<file path="config.mk">
export PLATFORM = sky130hd
export DESIGN_NAME = rr_arb_mux
export DESIGN_NICKNAME = d
export VERILOG_FILES = /design/src/rtl/rr_arb_mux_pkg.sv /design/src/rtl/rr_pick.sv /design/src/rtl/rr_arb_mux.sv
export SDC_FILE = /design/constraint.sdc
export NUM_CORES = 1
export LEC_CHECK = 0
export BUFFER_PORTS_ARGS = -buffer_cell sky130_fd_sc_hd__buf_4
export CAP_MARGIN = 20
export CORE_MARGIN = 2
export CORE_UTILIZATION = 44
export CTS_BUF_LIST = sky130_fd_sc_hd__clkbuf_4
export DETAILED_ROUTE_END_ITERATION = 10
export PLACE_DENSITY = 0.91
export RECOVER_POWER = 50
export SYNTH_ARGS = -nofsm -noshare
export SYNTH_HDL_FRONTEND = slang
export SYNTH_SLANG_ARGS = --single-unit
</file>
<file path="constraint.sdc">
create_clock -name clk -period 4.3 [get_ports clk]
set_input_delay 0.645 -clock clk [delete_from_list [all_inputs] [get_ports clk]]
set_output_delay 0.645 -clock clk [all_outputs]
set_load 0.05 [all_outputs]
</file>
<file path="src/rtl/rr_arb_mux_pkg.sv">
// Shared definitions for the arbitrating multiplexer: mode encodings and
// the channel-index width helper.
package rr_arb_mux_pkg;

  localparam int MODE_RR    = 0;
  localparam int MODE_FIXED = 1;

  // Index width for n channels; never narrower than one bit.
  function automatic int cw_of(input int n);
    return (n <= 2) ? 1 : $clog2(n);
  endfunction

endpackage

</file>
<file path="src/rtl/rr_pick.sv">
// Combinational request picker: rotating search after ptr, or lowest
// index first when mode_i is set.
module rr_pick
  import rr_arb_mux_pkg::*;
#(
  parameter int N  = 4,
  parameter int CW = cw_of(N)
) (
  input  logic [N-1:0]  req_i,
  input  logic [CW-1:0] ptr_i,
  input  logic          mode_i,
  output logic          gnt_any_o,
  output logic [CW-1:0] gnt_idx_o
);

  // Both loops walk the search order backwards so the candidate found
  // first in search order is the last one written, avoiding a break.
  always_comb begin
    gnt_any_o = 1'b0;
    gnt_idx_o = '0;
    if (mode_i) begin
      for (int i = N - 1; i >= 0; i--) begin
        if (req_i[i]) begin
          gnt_any_o = 1'b1;
          gnt_idx_o = CW'(i);
        end
      end
    end else begin
      for (int k = N; k >= 1; k--) begin
        if (req_i[(int'(ptr_i) + k) % N]) begin
          gnt_any_o = 1'b1;
          gnt_idx_o = CW'((int'(ptr_i) + k) % N);
        end
      end
    end
  end

endmodule

</file>
<file path="src/rtl/rr_arb_mux.sv">
// N-channel arbitrating mux with a single-slot registered output and
// valid/ready handshakes; round-robin or fixed-priority selection.
module rr_arb_mux
  import rr_arb_mux_pkg::*;
#(
  parameter int N    = 4,
  parameter int W    = 32,
  parameter int MODE = MODE_RR,
  localparam int CW  = cw_of(N)
) (
  input  logic            clk,
  input  logic            reset,
  input  logic [N-1:0]    in_valid,
  input  logic [N*W-1:0]  in_data,
  output logic [N-1:0]    in_ready,
  output logic            out_valid,
  output logic [W-1:0]    out_data,
  output logic [CW-1:0]   out_ch,
  input  logic            out_ready
);

  localparam logic FIXED_SEL = (MODE == MODE_FIXED);

  logic [CW-1:0] ptr_q, ptr_d;
  logic          out_valid_q, out_valid_d;
  logic [W-1:0]  out_data_q, out_data_d;
  logic [CW-1:0] out_ch_q, out_ch_d;

  logic          gnt_any;
  logic [CW-1:0] gnt_idx;
  logic          load_ok;
  logic          accept;
  logic [W-1:0]  sel_data;

  rr_pick #(
    .N  (N),
    .CW (CW)
  ) u_pick (
    .req_i     (in_valid),
    .ptr_i     (ptr_q),
    .mode_i    (FIXED_SEL),
    .gnt_any_o (gnt_any),
    .gnt_idx_o (gnt_idx)
  );

  // The slot may refill when empty or when its beat leaves this cycle.
  assign load_ok = !out_valid_q || out_ready;
  assign accept  = load_ok && gnt_any;

  always_comb begin
    in_ready = '0;
    sel_data = '0;
    for (int i = 0; i < N; i++) begin
      if (gnt_idx == CW'(i)) begin
        in_ready[i] = accept;
        sel_data    = in_data[i*W +: W];
      end
    end
  end

  always_comb begin
    ptr_d       = ptr_q;
    out_valid_d = out_valid_q;
    out_data_d  = out_data_q;
    out_ch_d    = out_ch_q;
    if (accept) begin
      out_valid_d = 1'b1;
      out_data_d  = sel_data;
      out_ch_d    = gnt_idx;
      if (!FIXED_SEL) ptr_d = gnt_idx;
    end else if (out_ready) begin
      out_valid_d = 1'b0;
    end
  end

  // ptr resets to the last channel so channel 0 is searched first.
  always_ff @(posedge clk or posedge reset) begin
    if (reset) begin
      ptr_q       <= CW'(N - 1);
      out_valid_q <= 1'b0;
      out_data_q  <= '0;
      out_ch_q    <= '0;
    end else begin
      ptr_q       <= ptr_d;
      out_valid_q <= out_valid_d;
      out_data_q  <= out_data_d;
      out_ch_q    <= out_ch_d;
    end
  end

  assign out_valid = out_valid_q;
  assign out_data  = out_data_q;
  assign out_ch    = out_ch_q;

endmodule

</file>
# --- Word-level counts from Yosys, hierarchy flattened ---
# Cells that the tools add are included.
word_totals:
  ff_bits: 37
  in_bits: 135
  word_cells: 58
classes:
  add_sub_neg: 4
  magnitude_cmp: 4
  eq_ne: 3
  muxes: 30
  bitwise_logic: 4
  reduce_logical: 9
op_table:
  columns: ["op", "n"]
  rows:
  - ["32-bit two-way mux", 4]
  - ["1-bit two-way mux", 18]
  - ["3-bit by 4-bit less-than comparator with 1-bit output, second input constant", 4]
  - ["1-bit binary-select mux with 2-bit select", 4]
  - ["2-bit two-way mux", 4]
  - ["2-bit OR reduction", 4]
  - ["2-bit by 1-bit adder with 2-bit output, second input constant", 2]
  - ["2-bit adder, second input constant", 2]
  - ["1-bit AND, first input constant", 4]
  - ["2-bit equality test, second input constant", 2]
  - ["2-bit by 1-bit equality test with 1-bit output, second input constant", 1]
  - ["2-bit zero test", 1]
  - ["2-bit nonzero test", 1]
  - ["1-bit logical AND", 1]
  - ["1-bit zero test", 1]
  - ["1-bit logical OR", 1]

# --- Depth between registers and ports, before layout ---
# Gate-level depths: netlist (run 1).
depth:
  word_depth: 15
  ltp_mapped: 8

# --- Hierarchy ---
# A second synthesis (run 1) with hierarchy kept.
unflattened:
  hier_cells: 144
  area_unflattened_um2: 2316.0
by_module_without_submodules:
  columns: ["module", "n_inst", "cells_per_inst", "area_per_inst_um2", "seq_area_each_um2"]
  rows:
  - ["rr_arb_mux", 1, 129, 2219.6, 928.4]
  - ["rr_pick", 1, 15, 96.3, 0.0]

# --- Worst setup path after synthesis (run 1) ---
# Ideal clock, no wire load.
synth_timing:
  path_type: "in2out"
  from: "input port in_valid[1]"
  to: "output port in_ready[1]"
  arrival_time_ns: 2.052
  path_slack_ns: 1.603
  stages: 6
  n_path_buf: 2
  cell_sequence: "nand2b_1 -> a21boi_1 -> o211ai_2 -> buf_6 -> buf_2 -> nor2b_1"
synth_via:
  elab_chain_len: 9
  elab_cells_between_ends: 23
  classes_between: "eq/ne (1); mux (21); reduce/logical (1)"
synth_lines:
  columns: ["item", "line_no", "source"]
  rows:
  - ["start, declared", "rr_arb_mux.sv:13", "input logic [N-1:0] in_valid,"]
  - ["1-bit binary-select mux with 2-bit select", "rr_pick.sv:30", "if (req_i[(int'(ptr_i) + k) % N]) begin"]
  - ["1-bit two-way mux (implied by the code) (2 in a row)", "rr_pick.sv:30", null]
  - ["2-bit two-way mux or 1-bit two-way mux (tied branches) (4 in a row)", "rr_pick.sv:30", null]
  - ["2-bit by 1-bit equality test with 1-bit output or 1-bit logical AND (tied branches)", "rr_arb_mux.sv:54, rr_arb_mux.sv:48", null]
  - ["1-bit two-way mux *", "rr_arb_mux.sv:54", "if (gnt_idx == CW'(i)) begin"]
  - ["end, declared", "rr_arb_mux.sv:15", "output logic [N-1:0] in_ready,"]
# Every way passes the cells marked *; elsewhere a longest branch is shown, timed or not. The select of a mux whose other input is x is not followed.

# --- Final worst setup path (run 1) ---
layout_timing:
  from: "register ptr_q[0]"
  to: "output port in_ready[3]"
layout_via:
  elab_chain_len: 10
  elab_cells_between_ends: 27
  classes_between: "add/sub (4); eq/ne (1); mux (21); reduce/logical (1)"
layout_lines:
  columns: ["item", "line_no", "source"]
  rows:
  - ["start, declared", "rr_arb_mux.sv:24", "logic [CW-1:0] ptr_q, ptr_d;"]
  - ["start signal, assigned", "rr_arb_mux.sv:79", "ptr_q <= CW'(N - 1);"]
  - ["start signal, assigned", "rr_arb_mux.sv:84", "ptr_q <= ptr_d;"]
  - ["2-bit by 1-bit adder with 2-bit output", "rr_pick.sv:30, rr_pick.sv:32", null]
  - ["1-bit binary-select mux with 2-bit select", "rr_pick.sv:30", null]
  - ["1-bit two-way mux (implied by the code) (2 in a row)", "rr_pick.sv:30", null]
  - ["2-bit two-way mux or 1-bit two-way mux (tied branches) (4 in a row)", "rr_pick.sv:30", null]
  - ["2-bit equality test or 1-bit logical AND (tied branches)", "rr_arb_mux.sv:54, rr_arb_mux.sv:48", null]
  - ["1-bit two-way mux *", "rr_arb_mux.sv:54", null]
# Marks and branches as above.

==> results of run 1 <==
tightest hold or removal path, cell delays in order (launching register included):
cell and delay, ps:
sky130_fd_sc_hd__dfrtp_1 350, sky130_fd_sc_hd__nand2_1 50, sky130_fd_sc_hd__o221ai_1 60
synthesized netlist by cell type, drive strengths merged:
cell     n  share of area (%)
a21boi   1               0.33
inv      3               0.50
a21oi    1               0.22
nor4     1               0.28
a21o     1               0.33
dfrtp   35                 39
o22ai    1               0.28
clkbuf   2               0.33
nand2   39                6.6
dfstp    2                2.3
o221ai  32                 12
nand2b   1               0.28
nor2    10                1.7
nor2b    3               0.83
o211ai   1               0.55
mux2i   64                 28
and3     1               0.28
buf     16                5.1
o21ai    4                1.0
flip-flops by register name (all words and copies together), names as in the netlist:
| register | cells |
|---|---|
| ptr_q | 2 |
| out_ch | 2 |
| out_data | 32 |
| out_valid | 1 |
power breakdown:
| group | total [mW] | switching [mW] | internal (mW) |
|---|---|---|---|
| combinational | 0.938 | 0.616 | 0.323 |
| clock | 0.175 | 0.109 | 0.0657 |
| sequential | 0.502 | 0.0552 | 0.447 |
| total | 1.62 | 0.780 | 0.836 |
logic make-up after synthesis:
kind of cell | count (synthesis) | synth area share (%)
AO/OA/AOI/OAI | 41 | 15.1
AND/OR/NAND/NOR | 55 | 9.86
flip-flops | 37 | 40.9
buffers and inverters | 21 | 5.95
multiplexers | 64 | 28.2
path summary, 6_finish.rpt:
check | end | startpoint | cells past startpoint | slack (ps)
worst max-delay path | in_ready[3] | ptr_q[0]$_DFFE_PP1N_ | 6 | 1500
min in group asynchronous | out_data[17]$_DFFE_PP0N_ | reset | 3 | 1030
worst max register to register | out_data[20]$_DFFE_PP0N_ | ptr_q[0]$_DFFE_PP1N_ | 6 | 2110
worst min register to register | out_data[29]$_DFFE_PP0N_ | out_data[29]$_DFFE_PP0N_ | 2 | 500
worst min-delay path | out_data[29]$_DFFE_PP0N_ | out_data[29]$_DFFE_PP0N_ | 2 | 500
max in group asynchronous | out_data[27]$_DFFE_PP0N_ | reset | 3 | 2140
layout make-up:
cell class                      instances  area (sq um)  area share (%)
Clock buffer                            6          45.0            1.26
Clock inverter                          1          3.75           0.105
Inverter                                3          11.3           0.314
Multi-Input combinational cell        160          1220            34.0
Sequential cell                        37           928            25.9
Tap cell                               70          87.6            2.45
Timing Repair Buffer                  179          1290            36.0
metrics by stage:
| step | util (%) | cells | hold WS [ps] |
|---|---|---|---|
| 6_report | 71.0 | 456 | 499 |
| 3_5_place_dp | 71.0 | 448 | 478 |
| 5_1_grt | 71.0 | 456 | 528 |
| 2_1_floorplan | - | 218 | 465 |
| 4_1_cts | 72.0 | 455 | 421 |
| 3_3_place_gp | 71.0 | 448 | 466 |
layer usage:
metal / wire [microns] / track usage [%] / vias to the layer above / share of wire (%)
met5: 0 / 0 / - / 0
met4: 173 / 8.97 / 0 / 2.4
met3: 651 / 7.28 / 16 / 9.1
met2: 3750 / 42.3 / 116 / 52
met1: 2610 / 25.1 / 1107 / 36
li1: - / - / 1150 / -
==> tab_implementation.tex, run 1 <==
\begin{tabular}{lr}
\hline
Metric & Value \\
\hline
\multicolumn{2}{l}{\textbf{Run status}} \\
\quad Run status & finished, violations left \\
\quad Failing checks & max-capacitance violations, max-slew violations \\
\multicolumn{2}{l}{\textbf{STA}} \\
\quad Post-route minimum period & roughly 2800 ps \\
\quad Post-route setup slack & between 1000 and 1500 ps \\
\quad Post-Route Skew & 12.4 ps \\
\quad Slew Limit Fails & 38 \\
\quad Crit share post-route & 65.2\% \\
\quad Unrepaired setup endpoints after global routing & false \\
\quad Total Negative Setup Slacks & 0 ps \\
\quad Fin. Hold Viols & 0 \\
\quad Worst slew slack as a fraction of its limit & -32.0\% \\
\quad Total of endpoints with negative setup slack in the final report & 0 \\
\quad Maximum operating frequency & $\sim$360 MHz \\
\quad Transition time at the pin with the least slew margin & just under 2000 ps \\
\multicolumn{2}{l}{\textbf{Clock network}} \\
\quad Post-CTS repair timing setup buffer count & 0 \\
\quad Clock insertion delay at the later pin of the skew report & between 300 and 400 ps \\
\quad \# clock sinks & 37 \\
\quad CTS clock-pin slew for the worst setup and hold paths & around 100 ps \\
\quad Clock tree from TritonCTS & yes \\
\quad Max Buffers Root-to-Sink & 2 \\
\quad Count of hold-fix buffers inserted at cts & 0 \\
\quad Number of cells upsized or downsized after cts & 0 \\
\quad CTS Buf Count & 5 \\
\quad Clock root cell & sky130\_fd\_sc\_hd\_\_clkbuf\_4 \\
\quad H-tree depth & 2 \\
\multicolumn{2}{l}{\textbf{Routing}} \\
\quad Number of DRC markers after the initial detailed-route iteration & approximately 100 \\
\quad Wirelength, routed & around 7200 microns \\
\quad Detailed Routing Iterations Pass 1 & 4 \\
\quad Routed vias/inst & 5.24 \\
\quad Drt wl/cell & approximately 16 microns \\
\quad Routed vias & 2,389 \\
\quad Number of nets with antenna violations after detailed routing & 0 \\
\quad Remaining routing DRC violations & 0 \\
\multicolumn{2}{l}{\textbf{Floorplanning}} \\
\quad Die Footprint & 5750 sq um \\
\quad Initial core utilization & 45.0\% \\
\quad Cell row count & 26 \\
\quad IO Count & roughly 170 \\
\quad Core Footprint & $\sim$5000 sq um \\
\quad Die span in x & $\sim$76 microns \\
\quad Die height & about 76 microns \\
\multicolumn{2}{l}{\textbf{Final layout}} \\
\quad Share of layout cells above drive strength 1 & 44.0\% \\
\quad Post-synthesis to final-layout area growth & 57.7\% \\
\quad Final net count & roughly 520 \\
\quad Diode insertion count for antenna repair & 0 \\
\quad Commonest cells after routing, fill and taps aside & 157 x sky130\_fd\_sc\_hd\_\_buf\_4, 64 x sky130\_fd\_sc\_hd\_\_mux2i\_1, 38 x sky130\_fd\_sc\_hd\_\_nand2\_1 \\
\quad Commonest non-fill, non-tap cell in the layout & sky130\_fd\_sc\_hd\_\_buf\_4 \\
\quad Filler cell count in the final layout & about 420 \\
\quad Design area & approximately 3600 sq um \\
\multicolumn{2}{l}{\textbf{Power and ir drop}} \\
\quad Lkg Pwr & about 1.9 nW \\
\quad Overall power after layout & 1.62 mW \\
\quad Largest vdd supply drop & approximately 0.3 mV \\
\quad Pwr dens & about 450 nW/um\^{}2 \\
\multicolumn{2}{l}{\textbf{GRT}} \\
\quad Overall track demand over capacity in global routing & a little under a quarter \\
\quad Remaining Overflow, GRT & 0 \\
\quad Pin count of the biggest net entering global routing & 39 \\
\quad Wire length of the first global-routing pass & approximately 10,000 microns \\
\quad Via count of the first global-routing pass & around 2,300 \\
\quad Antenna violations before repair & 0 \\
\multicolumn{2}{l}{\textbf{Yosys}} \\
\quad Post-Synthesis Mean Instance Area & 10.4 sq um \\
\quad Count of yosys warnings during synthesis & 0 \\
\quad Sequential element share of the synthesized area & about 40\% \\
\quad Synthesized netlist net count & about 350 \\
\quad Syn Inst Count & 218 \\
\quad Number of distinct library cell variants in the gate-level netlist after synthesis & 25 \\
\quad Number of register bits inferred by synthesis & 37 \\
\quad Combined area of all synthesized cells & between 2000 and 2500 sq um \\
\multicolumn{2}{l}{\textbf{Critical path}} \\
\quad Endpoint type of the worst setup path & output port \\
\quad Crit path top cell by count & sky130\_fd\_sc\_hd\_\_buf\_4 \\
\quad Data required time at the worst endpoint & roughly 3700 ps \\
\quad Buffers \& Inverters on Critical Path & 2 \\
\quad Sort of element at the start of the critical path & register \\
\quad Max Fanout on Critical Path & 25 \\
\quad Cells traversed along the worst timing path & nand2b\_1 > a21boi\_1 > o211ai\_4 > buf\_4 > and3\_1 > buf\_4 \\
\quad Highest-delay cell along the critical path & sky130\_fd\_sc\_hd\_\_buf\_4 \\
\quad WS Path Type & reg -> out \\
\quad Cell class contributing the biggest share of worst-path delay & buffers and inverters \\
\quad Largest stage delay on the critical path & 430 ps \\
\quad Arrival time reported for the critical path endpoint & 2160 ps \\
\multicolumn{2}{l}{\textbf{Worst hold path}} \\
\quad Min-Delay Path Class & reg -> reg \\
\multicolumn{2}{l}{\textbf{Flow run}} \\
\quad Maxcap violations & 1 \\
\multicolumn{2}{l}{\textbf{Placed design}} \\
\quad Worst slack, placed & roughly 1500 ps \\
\quad Sum of net half-perimeters after detailed placement & 5640 microns \\
\quad Area of placed instances & $\sim$3600 sq um \\
\quad Placer's final routability congestion estimate & 0.854 \\
\quad Port Buf Inserts & around 170 \\
\hline
\end{tabular}
(Power assumes the default switching activity.)
==> run 2, diff against run 1 <==
--- a/config.mk
+++ b/config.mk
@@ -8,10 +8,10 @@
 export BUFFER_PORTS_ARGS = -buffer_cell sky130_fd_sc_hd__buf_4
 export CAP_MARGIN = 20
 export CORE_MARGIN = 2
-export CORE_UTILIZATION = 44
+export CORE_UTILIZATION = 41
 export CTS_BUF_LIST = sky130_fd_sc_hd__clkbuf_4
 export DETAILED_ROUTE_END_ITERATION = 10
-export PLACE_DENSITY = 0.91
+export PLACE_DENSITY = 0.86
 export RECOVER_POWER = 50
 export SYNTH_ARGS = -nofsm -noshare
 export SYNTH_HDL_FRONTEND = slang
==> constraint.sdc (replaced) <==
create_clock -name clk -period 2.65 [get_ports clk]
set_input_delay 0.3975 -clock clk [delete_from_list [all_inputs] [get_ports clk]]
set_output_delay 0.3975 -clock clk [all_outputs]
set_load 0.05 [all_outputs]
==> run 2 against run 1 <==
Largest cell class unchanged. Sequential share of layout area decreased by 0.090 points. Cell area increased by 0.35%. Setup slack got worse by 1100 ps. Final cell count increased by 1.3%. The flow still finishes with violations (max-capacitance violations, max-slew violations). Combinational power increased by 63%.
==> tab_implementation.tex, run 2 (same netlist as run 1, synthesis figures left out) <==
\begin{tabular}{lr}
\hline
Metric & Value \\
\hline
\multicolumn{2}{l}{\textbf{Clock network}} \\
\quad \# clock sinks & 37 (unchanged) \\
\quad Number of cells upsized or downsized after cts & 0 (unchanged) \\
\quad Count of hold-fix buffers inserted at cts & 0 (unchanged) \\
\quad CTS clock-pin slew for the worst setup and hold paths & 110 ps (was 100 ps) \\
\quad Max Buffers Root-to-Sink & 2 (unchanged) \\
\quad CTS Buf Count & 5 (unchanged) \\
\quad Clock tree from TritonCTS & yes (unchanged) \\
\quad Clock root cell & sky130\_fd\_sc\_hd\_\_clkbuf\_4 (unchanged) \\
\quad Post-CTS repair timing setup buffer count & 0 (unchanged) \\
\quad H-tree depth & 2 (unchanged) \\
\quad Clock insertion delay at the later pin of the skew report & 340 ps (about the same) \\
\multicolumn{2}{l}{\textbf{Worst hold path}} \\
\quad Start point of the worst min-delay path & in\_valid[2] (was out\_data[29]\$\_DFFE\_PP0N\_) \\
\quad Worst hold path cell count & 3 (was 2) \\
\quad Min-Delay Path Class & in -> reg (was reg -> reg) \\
\quad Hold Path End & out\_valid\$\_DFFE\_PP0P\_ (was out\_data[29]\$\_DFFE\_PP0N\_) \\
\multicolumn{2}{l}{\textbf{GRT}} \\
\quad Overall track demand over capacity in global routing & 23.3\% (about the same) \\
\quad Wire length of the first global-routing pass & 11,400 microns (was 10,000 microns) \\
\quad Global routing met1 resource utilization & 27.2\% (was 25.1\%) \\
\quad Pin count of the biggest net entering global routing & 38 (was 39) \\
\quad Met3 layer usage reported by global route & 6.90\% (was 7.28\%) \\
\quad Remaining Overflow, GRT & 0 (unchanged) \\
\quad Antenna violations before repair & 0 (unchanged) \\
\quad Met2 track utilization from global routing & 39.4\% (was 42.3\%) \\
\quad Highest-utilization routing layer at the global route stage & met2 (unchanged) \\
\quad Via count of the first global-routing pass & 2,491 (was 2,279) \\
\multicolumn{2}{l}{\textbf{Final layout}} \\
\quad Commonest non-fill, non-tap cell in the layout & sky130\_fd\_sc\_hd\_\_buf\_4 (unchanged) \\
\quad Post-synthesis to final-layout area growth & 58.2\% (was 57.7\%) \\
\quad Flip-flop count of the largest register after layout & 32 (unchanged) \\
\quad Commonest cells after routing, fill and taps aside & 161 x sky130\_fd\_sc\_hd\_\_buf\_4, 64 x sky130\_fd\_sc\_hd\_\_mux2i\_1, 38 x sky130\_fd\_sc\_hd\_\_nand2\_1 (was 157 x sky130\_fd\_sc\_hd\_\_buf\_4, 64 x sky130\_fd\_sc\_hd\_\_mux2i\_1, 38 x sky130\_fd\_sc\_hd\_\_nand2\_1) \\
\quad Post-route insts no fill & 462 (was 456) \\
\quad Design area & 3590 sq um (was 3580 sq um) \\
\quad Share of layout cells above drive strength 1 & 44.6\% (was 44.0\%) \\
\quad Final net count & 524 (was 521) \\
\quad Diode insertion count for antenna repair & 0 (unchanged) \\
\multicolumn{2}{l}{\textbf{Critical path}} \\
\quad Largest stage delay on the critical path & 560 ps (was 430 ps) \\
\quad Arrival time reported for the critical path endpoint & 1850 ps (was 2160 ps) \\
\quad Cells traversed along the worst timing path & nand2b\_1 > a21boi\_1 > o211ai\_4 > and3\_1 > buf\_4 (was nand2b\_1 > a21boi\_1 > o211ai\_4 > buf\_4 > and3\_1 > buf\_4) \\
\quad Highest-delay cell along the critical path & sky130\_fd\_sc\_hd\_\_dfstp\_2 (was sky130\_fd\_sc\_hd\_\_buf\_4) \\
\quad Buffers \& Inverters on Critical Path & 1 (was 2) \\
\quad Endpoint type of the worst setup path & output port (unchanged) \\
\quad R2R Path Start & ptr\_q[0]\$\_DFFE\_PP1N\_ (unchanged) \\
\quad Sort of element at the start of the critical path & register (unchanged) \\
\quad Data required time at the worst endpoint & 2250 ps (was 3650 ps) \\
\quad WS Path Type & reg -> out (unchanged) \\
\quad Max Fanout on Critical Path & 11 (was 25) \\
\quad Cell class contributing the biggest share of worst-path delay & flip-flops (was buffers and inverters) \\
\quad Endpoint of the most critical register-to-register path & out\_data[29]\$\_DFFE\_PP0N\_ (was out\_data[20]\$\_DFFE\_PP0N\_) \\
\quad Setup slack on the worst flop-to-flop path & 550 ps (was 2110 ps) \\
\quad Number of cells traversed by the worst register-to-register path & 6 (unchanged) \\
\multicolumn{2}{l}{\textbf{STA}} \\
\quad Post-Route Skew & 20.2 ps (was 12.4 ps) \\
\quad Crit share post-route & 85.0\% \\
\quad Transition time at the pin with the least slew margin & 1990 ps (was 1980 ps) \\
\quad Unrepaired setup endpoints after global routing & false (unchanged) \\
\quad Total Negative Setup Slacks & 0 ps (unchanged) \\
\quad Post-route minimum period & between 2000 and 2500 ps \\
\quad Final worst hold slack & 328 ps (was 499 ps) \\
\quad Total of endpoints with negative setup slack in the final report & 0 (unchanged) \\
\quad Slew Limit Fails & 38 (unchanged) \\
\quad Maximum operating frequency & approximately 440 MHz \\
\quad Fin. Hold Viols & 0 (unchanged) \\
\quad Worst slew slack as a fraction of its limit & -32.9\% (was -32.0\%) \\
\multicolumn{2}{l}{\textbf{Power and ir drop}} \\
\quad Int Pwr & 1.38 mW (was 836 uW) \\
\quad Largest vdd supply drop & 0.424 mV (was 0.308 mV) \\
\quad Lkg Pwr & 1.87 nW (was 1.86 nW) \\
\quad Pwr dens & 738 nW/um\^{}2 (was 451 nW/um\^{}2) \\
\quad Switching Share & 48.1\% (was 48.3\%) \\
\quad Combinational fraction of design power & 57.6\% (was 58.1\%) \\
\quad Switching pwr & 1.27 mW (was 780 uW) \\
\quad Clock Power Share & 11.5\% (was 10.8\%) \\
\quad Sequential share of power & 30.9\% (was 31.1\%) \\
\multicolumn{2}{l}{\textbf{Floorplanning}} \\
\quad IO Count & 174 (unchanged) \\
\quad Core Footprint & 5440 sq um (was 5040 sq um) \\
\quad Cell row count & 27 (was 26) \\
\quad Die height & 78.4 microns (was 75.8 microns) \\
\quad Initial core utilization & 41.8\% (was 45.0\%) \\
\quad Die Footprint & 6150 sq um (was 5750 sq um) \\
\quad Die span in x & 78.4 microns (was 75.8 microns) \\
\multicolumn{2}{l}{\textbf{Routing}} \\
\quad Wirelength, routed & 7300 microns (was 7190 microns) \\
\quad Detailed Routing Iterations Pass 1 & 4 (unchanged) \\
\quad Number of nets with antenna violations after detailed routing & 0 (unchanged) \\
\quad Number of DRC markers after the initial detailed-route iteration & 79 (was 102) \\
\quad Remaining routing DRC violations & 0 (unchanged) \\
\quad Drt wl/cell & 15.8 microns (about the same) \\
\quad Routed vias & 2,478 (was 2,389) \\
\quad Routed vias/inst & 5.36 (was 5.24) \\
\multicolumn{2}{l}{\textbf{Run status}} \\
\quad Run status & finished, violations left (unchanged) \\
\quad Failing checks & max-capacitance violations, max-slew violations (unchanged) \\
\multicolumn{2}{l}{\textbf{Placed design}} \\
\quad Count of placed standard cells including taps & 454 (was 448) \\
\quad Placer's final routability congestion estimate & 0.938 (was 0.854) \\
\quad Sum of net half-perimeters after detailed placement & 5570 microns (was 5640 microns) \\
\quad Port Buf Inserts & 173 (unchanged) \\
\quad Area of placed instances & 3610 sq um (was 3580 sq um) \\
\multicolumn{2}{l}{\textbf{Flow run}} \\
\quad Maxcap violations & 1 (unchanged) \\
\hline
\end{tabular}
run 2: changes by cell type in the layout (fill, tap and decap cells not counted):
cell | before | now
sky130_fd_sc_hd__buf_16 | 1 | 0
sky130_fd_sc_hd__clkbuf_4 | 7 | 8
sky130_fd_sc_hd__buf_4 | 157 | 161
run 2: power by group through the flow:
| stage | logic (mW) | clock network, mW | registers, mW |
|---|---|---|---|
| 2_1_floorplan | 0.565 | 0 | 1.35 |
| 3_3_place_gp | 1.58 | 0 | 0.826 |
| 3_5_place_dp | 1.60 | 0 | 0.830 |
| 4_1_cts | 1.60 | 0.316 | 0.821 |
| 5_1_grt | 1.61 | 0.335 | 0.840 |
| 6_report | 1.53 | 0.305 | 0.820 |
run 2: worst min-delay path, stage by stage:
cell and delay [ps]:
sky130_fd_sc_hd__buf_4 100, sky130_fd_sc_hd__nor4_1 70, sky130_fd_sc_hd__nand2_1 60
run 2: cell type report:
cell class	count	area [sq um]
inverters	3	11.3
repair buffers	182	1290
clock buffers	7	52.6
multi-input cells	160	1220
fillers	439	1850
clock inverters	1	3.75
flip-flops and latches	37	928
well taps	72	90.1
run 2: how the worst max path moves through the flow:
| stage | from | end | cells past startpoint |
|---|---|---|---|
| CTS | ptr_q[0]$_DFFE_PP1N_ | in_ready[3] | 5 |
| global placement | in_valid[1] | out_data[29]$_DFFE_PP0N_ | 7 |
| floorplan | out_valid$_DFFE_PP0P_ | in_ready[0] | 4 |
| global route | reset | out_data[26]$_DFFE_PP0N_ | 3 |
| finish | ptr_q[0]$_DFFE_PP1N_ | in_ready[3] | 5 |
| detailed placement | in_valid[1] | out_data[29]$_DFFE_PP0N_ | 7 |
run 2: per-stage QoR:
step	setup WS, ps	utilization, %	total power, mW
detailed placement	528	66.4	2.43
global placement	605	66.4	2.40
finish	398	66.1	2.65
CTS	381	67.4	2.74
global route	252	66.1	2.78
floorplan	302	-	1.92
run 2: routing by layer:
layer	vias up	part of all wire [%]
met4	0	2.5
li1	1159	-
met1	1170	38
met3	15	9.9
met2	134	50
met5	-	0
